[src/rtl/instr_fetch_queue_pkg.sv]
// Shared types for the instruction fetch queue: fetched-entry record and
// the fetch FSM state encoding.
package instr_fetch_queue_pkg;

    localparam int unsigned RV32I_XLEN = 32;

    typedef logic [RV32I_XLEN-1:0] rv32i_word;

    typedef struct packed {
        rv32i_word pc;
        rv32i_word instr;
    } fetch_entry_t;

    typedef enum logic [0:0] {
        FETCH = 1'b0,
        DROP  = 1'b1
    } fetch_state_e;

endpackage

[src/rtl/instr_fetch_queue_if.sv]
// Memory-read handshake, redirect and dispatch-side signals of the fetch queue.
// master = the queue itself, slave = memory/dispatch environment.
interface instr_fetch_queue_if #(
    parameter int unsigned XLEN  = 32,
    parameter int unsigned DEPTH = 8
);
    localparam int unsigned CNT_W = $clog2(DEPTH + 1);

    logic             instr_read;
    logic [XLEN-1:0]  instr_mem_address;
    logic             instr_mem_resp;
    logic [XLEN-1:0]  instr_mem_rdata;
    logic             flush;
    logic [XLEN-1:0]  flush_pc;
    logic             deq_ready;
    logic             deq_valid;
    logic [XLEN-1:0]  deq_instr;
    logic [XLEN-1:0]  deq_pc;
    logic [CNT_W-1:0] count;
    logic             full;
    logic             empty;

    modport master (
        output instr_read, instr_mem_address, deq_valid, deq_instr, deq_pc,
               count, full, empty,
        input  instr_mem_resp, instr_mem_rdata, flush, flush_pc, deq_ready
    );

    modport slave (
        input  instr_read, instr_mem_address, deq_valid, deq_instr, deq_pc,
               count, full, empty,
        output instr_mem_resp, instr_mem_rdata, flush, flush_pc, deq_ready
    );

endinterface

[src/rtl/instr_fetch_queue_circ_fifo.sv]
// Circular FIFO with head/tail/count bookkeeping and a synchronous clear that
// dominates enqueue and dequeue. DEPTH must be a power of two.
module circ_fifo #(
    parameter int unsigned DEPTH   = 8,
    parameter type         entry_t = logic [63:0]
) (
    input  logic                         clk,
    input  logic                         clr_i,
    input  logic                         enq_i,
    input  entry_t                       enq_data_i,
    input  logic                         deq_i,
    output entry_t                       head_o,
    output logic [$clog2(DEPTH+1)-1:0]   count_o,
    output logic                         full_o,
    output logic                         empty_o
);
    localparam int unsigned PW    = $clog2(DEPTH);
    localparam int unsigned CNT_W = $clog2(DEPTH + 1);

    entry_t           mem_q [DEPTH];
    logic [PW-1:0]    head_q, head_d;
    logic [PW-1:0]    tail_q, tail_d;
    logic [CNT_W-1:0] count_q, count_d;
    logic             do_enq_s;
    logic             do_deq_s;

    assign full_o   = (count_q == CNT_W'(DEPTH));
    assign empty_o  = (count_q == {CNT_W{1'b0}});
    assign do_enq_s = enq_i & ~full_o;
    assign do_deq_s = deq_i & ~empty_o;
    assign head_o   = mem_q[head_q];
    assign count_o  = count_q;

    // Pointer and occupancy next-state; power-of-two depth lets pointers wrap naturally.
    always_comb begin
        head_d  = head_q;
        tail_d  = tail_q;
        count_d = count_q;
        if (clr_i) begin
            head_d  = {PW{1'b0}};
            tail_d  = {PW{1'b0}};
            count_d = {CNT_W{1'b0}};
        end else begin
            if (do_enq_s) begin
                tail_d = tail_q + PW'(1);
            end else begin
                tail_d = tail_q;
            end
            if (do_deq_s) begin
                head_d = head_q + PW'(1);
            end else begin
                head_d = head_q;
            end
            case ({do_enq_s, do_deq_s})
                2'b10:   count_d = count_q + CNT_W'(1);
                2'b01:   count_d = count_q - CNT_W'(1);
                default: count_d = count_q;
            endcase
        end
    end

    // Pointer/count registers, cleared synchronously.
    always_ff @(posedge clk) begin
        head_q  <= head_d;
        tail_q  <= tail_d;
        count_q <= count_d;
    end

    // Entry storage; contents beyond count are don't-care so no reset is needed.
    always_ff @(posedge clk) begin
        if (!clr_i && do_enq_s) begin
            mem_q[tail_q] <= enq_data_i;
        end
    end

endmodule

[src/rtl/instr_fetch_queue.sv]
// Instruction fetch queue: single-outstanding memory read engine feeding a
// first-word-fall-through FIFO, with branch redirect and stale-response drop.
module instr_fetch_queue
    import instr_fetch_queue_pkg::*;
#(
    parameter int unsigned     DEPTH    = 8,
    parameter int unsigned     XLEN     = 32,
    parameter logic [XLEN-1:0] RESET_PC = 32'h6000_0000
) (
    input  logic                clk,
    input  logic                rst,
    instr_fetch_queue_if.master bus
);
    localparam int unsigned CNT_W = $clog2(DEPTH + 1);

    fetch_state_e     state_q, state_d;
    logic [XLEN-1:0]  pc_q, pc_d;
    logic [XLEN-1:0]  stale_pc_q, stale_pc_d;

    logic             read_s;
    logic [XLEN-1:0]  addr_s;
    logic             enq_s;
    logic             deq_s;
    logic             clr_s;
    fetch_entry_t     enq_entry_s;
    fetch_entry_t     head_entry_s;
    logic [CNT_W-1:0] fifo_count_s;
    logic             fifo_full_s;
    logic             fifo_empty_s;
    logic             full_s;
    logic             empty_s;

    // Status is forced to the idle view while reset is held.
    assign full_s      = fifo_full_s & ~rst;
    assign empty_s     = fifo_empty_s | rst;
    assign deq_s       = ~empty_s & bus.deq_ready;
    assign clr_s       = rst | bus.flush;
    assign enq_entry_s = fetch_entry_t'{pc: pc_q, instr: bus.instr_mem_rdata};

    // Fetch FSM: request generation, PC advance, and redirect handling.
    always_comb begin
        state_d    = state_q;
        pc_d       = pc_q;
        stale_pc_d = stale_pc_q;
        read_s     = 1'b0;
        addr_s     = pc_q;
        enq_s      = 1'b0;
        case (state_q)
            FETCH: begin
                read_s = ~full_s & ~rst;
                addr_s = pc_q;
                if (bus.flush) begin
                    pc_d = bus.flush_pc;
                    // Memory cannot abort, so an in-flight read must be drained.
                    if (read_s && !bus.instr_mem_resp) begin
                        stale_pc_d = pc_q;
                        state_d    = DROP;
                    end else begin
                        state_d    = FETCH;
                    end
                end else if (read_s && bus.instr_mem_resp) begin
                    enq_s = 1'b1;
                    pc_d  = pc_q + XLEN'(4);
                end else begin
                    pc_d  = pc_q;
                end
            end
            DROP: begin
                read_s = ~rst;
                addr_s = stale_pc_q;
                if (bus.flush) begin
                    pc_d = bus.flush_pc;
                end else begin
                    pc_d = pc_q;
                end
                if (bus.instr_mem_resp) begin
                    state_d = FETCH;
                end else begin
                    state_d = DROP;
                end
            end
            default: begin
                state_d = FETCH;
                read_s  = 1'b0;
                addr_s  = pc_q;
            end
        endcase
    end

    // FSM state and PC registers.
    always_ff @(posedge clk) begin
        if (rst) begin
            state_q    <= FETCH;
            pc_q       <= RESET_PC;
            stale_pc_q <= {XLEN{1'b0}};
        end else begin
            state_q    <= state_d;
            pc_q       <= pc_d;
            stale_pc_q <= stale_pc_d;
        end
    end

    circ_fifo #(
        .DEPTH   (DEPTH),
        .entry_t (fetch_entry_t)
    ) u_fifo (
        .clk        (clk),
        .clr_i      (clr_s),
        .enq_i      (enq_s),
        .enq_data_i (enq_entry_s),
        .deq_i      (deq_s),
        .head_o     (head_entry_s),
        .count_o    (fifo_count_s),
        .full_o     (fifo_full_s),
        .empty_o    (fifo_empty_s)
    );

    assign bus.instr_read        = read_s;
    assign bus.instr_mem_address = addr_s;
    assign bus.deq_valid         = ~empty_s;
    assign bus.deq_instr         = head_entry_s.instr;
    assign bus.deq_pc            = head_entry_s.pc;
    assign bus.count             = fifo_count_s;
    assign bus.full              = full_s;
    assign bus.empty             = empty_s;

endmodule

[src/flat_wrapper.sv]
// flat-port wrapper written by rule: the top's interface ports become plain ports
module instr_fetch_queue_flat import instr_fetch_queue_pkg::*;
#(
    parameter int unsigned     DEPTH    = 8,
    parameter int unsigned     XLEN     = 32,
    parameter logic [XLEN-1:0] RESET_PC = 32'h6000_0000
)
  (clk, rst, bus_instr_read, bus_instr_mem_address, bus_deq_valid, bus_deq_instr, bus_deq_pc, bus_count, bus_full, bus_empty, bus_instr_mem_resp, bus_instr_mem_rdata, bus_flush, bus_flush_pc, bus_deq_ready);
  instr_fetch_queue_if #(.XLEN(XLEN), .DEPTH(DEPTH)) bus_i ();
  input  logic clk;
  input  logic rst;
  output wire logic [$bits(bus_i.instr_read)-1:0] bus_instr_read;
  output wire logic [$bits(bus_i.instr_mem_address)-1:0] bus_instr_mem_address;
  output wire logic [$bits(bus_i.deq_valid)-1:0] bus_deq_valid;
  output wire logic [$bits(bus_i.deq_instr)-1:0] bus_deq_instr;
  output wire logic [$bits(bus_i.deq_pc)-1:0] bus_deq_pc;
  output wire logic [$bits(bus_i.count)-1:0] bus_count;
  output wire logic [$bits(bus_i.full)-1:0] bus_full;
  output wire logic [$bits(bus_i.empty)-1:0] bus_empty;
  input wire logic [$bits(bus_i.instr_mem_resp)-1:0] bus_instr_mem_resp;
  input wire logic [$bits(bus_i.instr_mem_rdata)-1:0] bus_instr_mem_rdata;
  input wire logic [$bits(bus_i.flush)-1:0] bus_flush;
  input wire logic [$bits(bus_i.flush_pc)-1:0] bus_flush_pc;
  input wire logic [$bits(bus_i.deq_ready)-1:0] bus_deq_ready;
  assign bus_instr_read = bus_i.instr_read;
  assign bus_instr_mem_address = bus_i.instr_mem_address;
  assign bus_deq_valid = bus_i.deq_valid;
  assign bus_deq_instr = bus_i.deq_instr;
  assign bus_deq_pc = bus_i.deq_pc;
  assign bus_count = bus_i.count;
  assign bus_full = bus_i.full;
  assign bus_empty = bus_i.empty;
  assign bus_i.instr_mem_resp = bus_instr_mem_resp;
  assign bus_i.instr_mem_rdata = bus_instr_mem_rdata;
  assign bus_i.flush = bus_flush;
  assign bus_i.flush_pc = bus_flush_pc;
  assign bus_i.deq_ready = bus_deq_ready;
  instr_fetch_queue #(.DEPTH(DEPTH), .XLEN(XLEN), .RESET_PC(RESET_PC)) u_core (.clk(clk), .rst(rst), .bus(bus_i));
endmodule
[config.mk]
export PLATFORM = sky130hd
export DESIGN_NAME = instr_fetch_queue_flat
export DESIGN_NICKNAME = d
export VERILOG_FILES = /design/src/rtl/instr_fetch_queue_pkg.sv /design/src/rtl/instr_fetch_queue_if.sv /design/src/rtl/instr_fetch_queue_circ_fifo.sv /design/src/rtl/instr_fetch_queue.sv /design/src/flat_wrapper.sv
export SDC_FILE = /design/constraint.sdc
export NUM_CORES = 1
export LEC_CHECK = 0
export BUFFER_PORTS_ARGS = -buffer_cell sky130_fd_sc_hd__buf_2
export CORE_UTILIZATION = 54
export DETAILED_ROUTE_END_ITERATION = 8
export PLACE_DENSITY = 0.76
export SETUP_SLACK_MARGIN = 0.5
export SLEW_MARGIN = 20
export SYNTH_ARGS = -nofsm -noshare
export SYNTH_HDL_FRONTEND = slang
export SYNTH_HIERARCHICAL = 1
export SYNTH_SLANG_ARGS = --single-unit
[constraint.sdc]
create_clock -name clk -period 6.2 [get_ports clk]
set_input_delay 0 -clock clk [delete_from_list [all_inputs] [get_ports clk]]
set_output_delay 0 -clock clk [all_outputs]
set_load 0.005 [all_outputs]
==> summary.md <==
| Metric | Value |
|---|---|
| Outcome | completed |
| Flop pwr share | 0.556 |
| Pwr Total | 7.96 mW |
| Placer Congestion | 0.832 |
| Clock root buffer | clkbuf_16 |
| Fill count | 2830 |
| Mapped cell area | 0.0234 mm² |
| Initial antenna violation count | 0 |
| Total track usage | 0.232 |
| Cell row count | 75 |
| Slowest stage cell, crit path | nor3_4 |
| Share of cells above drive strength 1 | 0.328 |
| Routed WL per cell | 23.3 µm |
| Leak pwr | 8.99 nW |
| Fmax | 238 MHz |
| WP data arrival | 4.45 ns |
| Buffers on Ports | 172 |
| Worst vdd ir | 200 µV |
| Path type of the worst setup path | register to register |
| Post-Layout Cell Count | 2166 |
| Critical Path RT | 6.45 ns |
| Most frequent CP cell | inv_1 |
| Clk_lat worst skew | 0.62 ns |
| Post-layout minimum cycle time | 4.20 ns |
| Final WL | 50.4 mm |
| Hold/Removal Path Class | input pin to register |
| Avg Cell Area, Syn | 18.2 µm² |
| Net switching power | 1.65 mW |
| Die height | 210 µm |
| Delay-heaviest family, CP | simple AND/OR/NAND/NOR gates |
| Post-DP HPWL | 27.9 mm |
| Routed Antenna Nets | 0 |
| Setup Skew | 0.0291 ns |
| Die Wd | 210 µm |
| Largest area contributor in the netlist | edfxtp_1 |
| H-tree levels | 2 |
| Share of Yosys cell area claimed by the top area cell type | 0.656 |
| Cell internal pwr | 6.31 mW |
| Endpoints failing setup | 0 |
| Sw frac | 0.207 |
| Most frequent cell after synthesis | edfxtp_1 |
| Vias in the first global route | 13200 |
| Remaining routing DRC violations | 0 |
| Hold WS | 0.0611 ns |
| Initial DRC count | 1100 |
| CTS resizes | 0 |
| Max Cap Viol | 0 |
| Slew HR | 0.250 |
| First-pass DRT Iterations | 5 |
| CTS Buffer Depth | 3 |
| Max-slew violation count | 0 |
| Yosys warning count | 6 |
| CTS tree | built |
| Sequential area share after synthesis | 0.722 |
| Setup crit end kind | register |
| GRT Residual Overflow | 0 |
| EDFF count, synth | 512 |
| Clock transition at path regs | 0.06 ns |
| Layout area overhead | 17.3% |
| Largest stage delay, worst path | 0.95 ns |
| Synth area leaders | edfxtp_1 66%, mux4_2 12%, dfxtp_1 6.7% |
| Initial core utilization | 0.553 |
| Share of async-settable or async-resettable flops after synthesis | 0 |
| Netlist cell types | 67 |
| Worst-path maximum fanout | 25 |
| CTS Sinks | 590 |
| Slew @ Worst Pin | 1.12 ns |
| Hold Vio Cnt, Final | 0 |
| Nets | 1620 |
| Synth cell count leaders | 512 x edfxtp_1, 128 x mux4_2, 116 x nand2_1 |
| Vias per cell | 5.86 |
| Synthesized flop and latch total | 590 |
| Via Count | 12700 |
| Comb pwr share | 0.034 |
| Core ar. | 0.0424 mm² |
| Unrepaired setup endpoints after global routing | no |
| Critical path cell sequence | nor3_1 > nand2_1 > inv_1 > nor4b_2 > or2_1 > nand2_4 > inv_1 > nand3_1 > nor3_4 > buf_4 |
| Pin count of the biggest net entering global routing | 129 |
| PD cells | 289 mW/mm² |
| Placed Cells incl. Taps | 1984 |
| Mapped Cells | 1285 |
| Mapped Nets | 1361 |
| TritonCTS buffer count | 56 |
| Die area | 0.0442 mm² |
| Startpoint types | register |
| Inserted Diodes | 0 |
| Ys flop type | edfxtp_1 |
| Clock Power Share | 0.410 |
| Ports | 173 |
| Post-route clock period utilization | 0.678 |
| CP bufs+invs | 3 |
| Global-route wire length before repair | 77.0 mm |
-- registers in the layout (all words and copies together), names as in the netlist, named ones only --
signal / count
u_core/u_fifo/mem_q: 512
u_core/pc_q: 32
u_core/stale_pc_q: 32
u_core/u_fifo/count_o: 4
u_core/u_fifo/head_q: 3
u_core/u_fifo/tail_q: 3
u_core/state_q: 1
-- per-layer routing --
layer / wire length (µm) / vias up / global-route usage / share of wire
met4: 822 / 0 / 0.0539 / 0.016
met3: 3750 / 72 / 0.0493 / 0.074
met2: 24900 / 532 / 0.379 / 0.49
li1: - / 5629 / - / -
met5: 0 / - / 0 / 0
met1: 20900 / 6459 / 0.323 / 0.41
-- layout make-up --
cell class | count | area (µm²) | area share
inverter | 18 | 67.6 | 0.00246
clock buffer | 66 | 1440 | 0.0523
sequential | 590 | 16900 | 0.616
tap | 577 | 722 | 0.0263
clock inverter | 37 | 324 | 0.0118
timing repair buffer | 271 | 1870 | 0.0680
multi-input combinational | 607 | 6130 | 0.223
-- tightest hold or removal path: stages --
cell and delay [ns]:
buf_2 0.12, buf_4 0.35, nor2_1 0.16
-- layout by cell type, fill, tap and decap left out, types with 18 or more instances in the layout --
cell / count
edfxtp_1: 512
buf_2: 172
mux4_2: 128
nand2_1: 116
mux2_2: 92
dlygate4sd3_1: 77
dfxtp_1: 75
a21oi_1: 67
clkbuf_16: 56
nor2_1: 40
nand3_1: 21
inv_1: 18
buf_4: 18
-- power by group through the flow --
stage / Sequential [mW] / Combinational [mW] / Clock, mW
after floorplan: 4.47 / 0.129 / 0
after global placement: 4.50 / 0.223 / 0
after detailed placement: 4.51 / 0.227 / 0
after CTS: 4.42 / 0.267 / 3.32
after global routing: 4.43 / 0.295 / 3.48
final: 4.43 / 0.271 / 3.26
-- metrics by stage --
stage,setup TNS [ns],util,cell area (µm²),setup WS [ns]
2_1_floorplan,-89.65,-,23500,-0.700
3_3_place_gp,0,0.587,24900,1.98
3_5_place_dp,0,0.587,24900,1.91
4_1_cts,0,0.647,27400,1.91
5_1_grt,0,0.648,27500,1.70
6_report,0,0.648,27500,2.00
-- worst paths after layout --
path,slack [ns],start,cells past startpoint,endpoint
worst min register to register,0.45,u_core/stale_pc_q[9],2,u_core/stale_pc_q[9]
worst min-delay path,0.06,rst,3,u_core/pc_q[1]
worst max-delay path,2.00,u_core/u_fifo/count_o[0],10,u_core/u_fifo/mem_q[1][44]
worst max register to register,2.00,u_core/u_fifo/count_o[0],10,u_core/u_fifo/mem_q[1][44]
-- logic make-up after synthesis --
logic type                 synth area share
and+or+nand+nor                      0.0519
muxes                                 0.170
buffers and inverters                0.0188
AOI/OAI and AO/OA                    0.0301
xor gates and xnor gates            0.00299
DFF                                   0.722
adders and majority gates           0.00406
-- repair_timing --
action / in CTS / in global routing
endpoints found under the hold margin: 289 / 0
setup buffers: 0 / 0
hold buffers: 77 / 0
No activity file was read; power rests on OpenSTA's default activity.
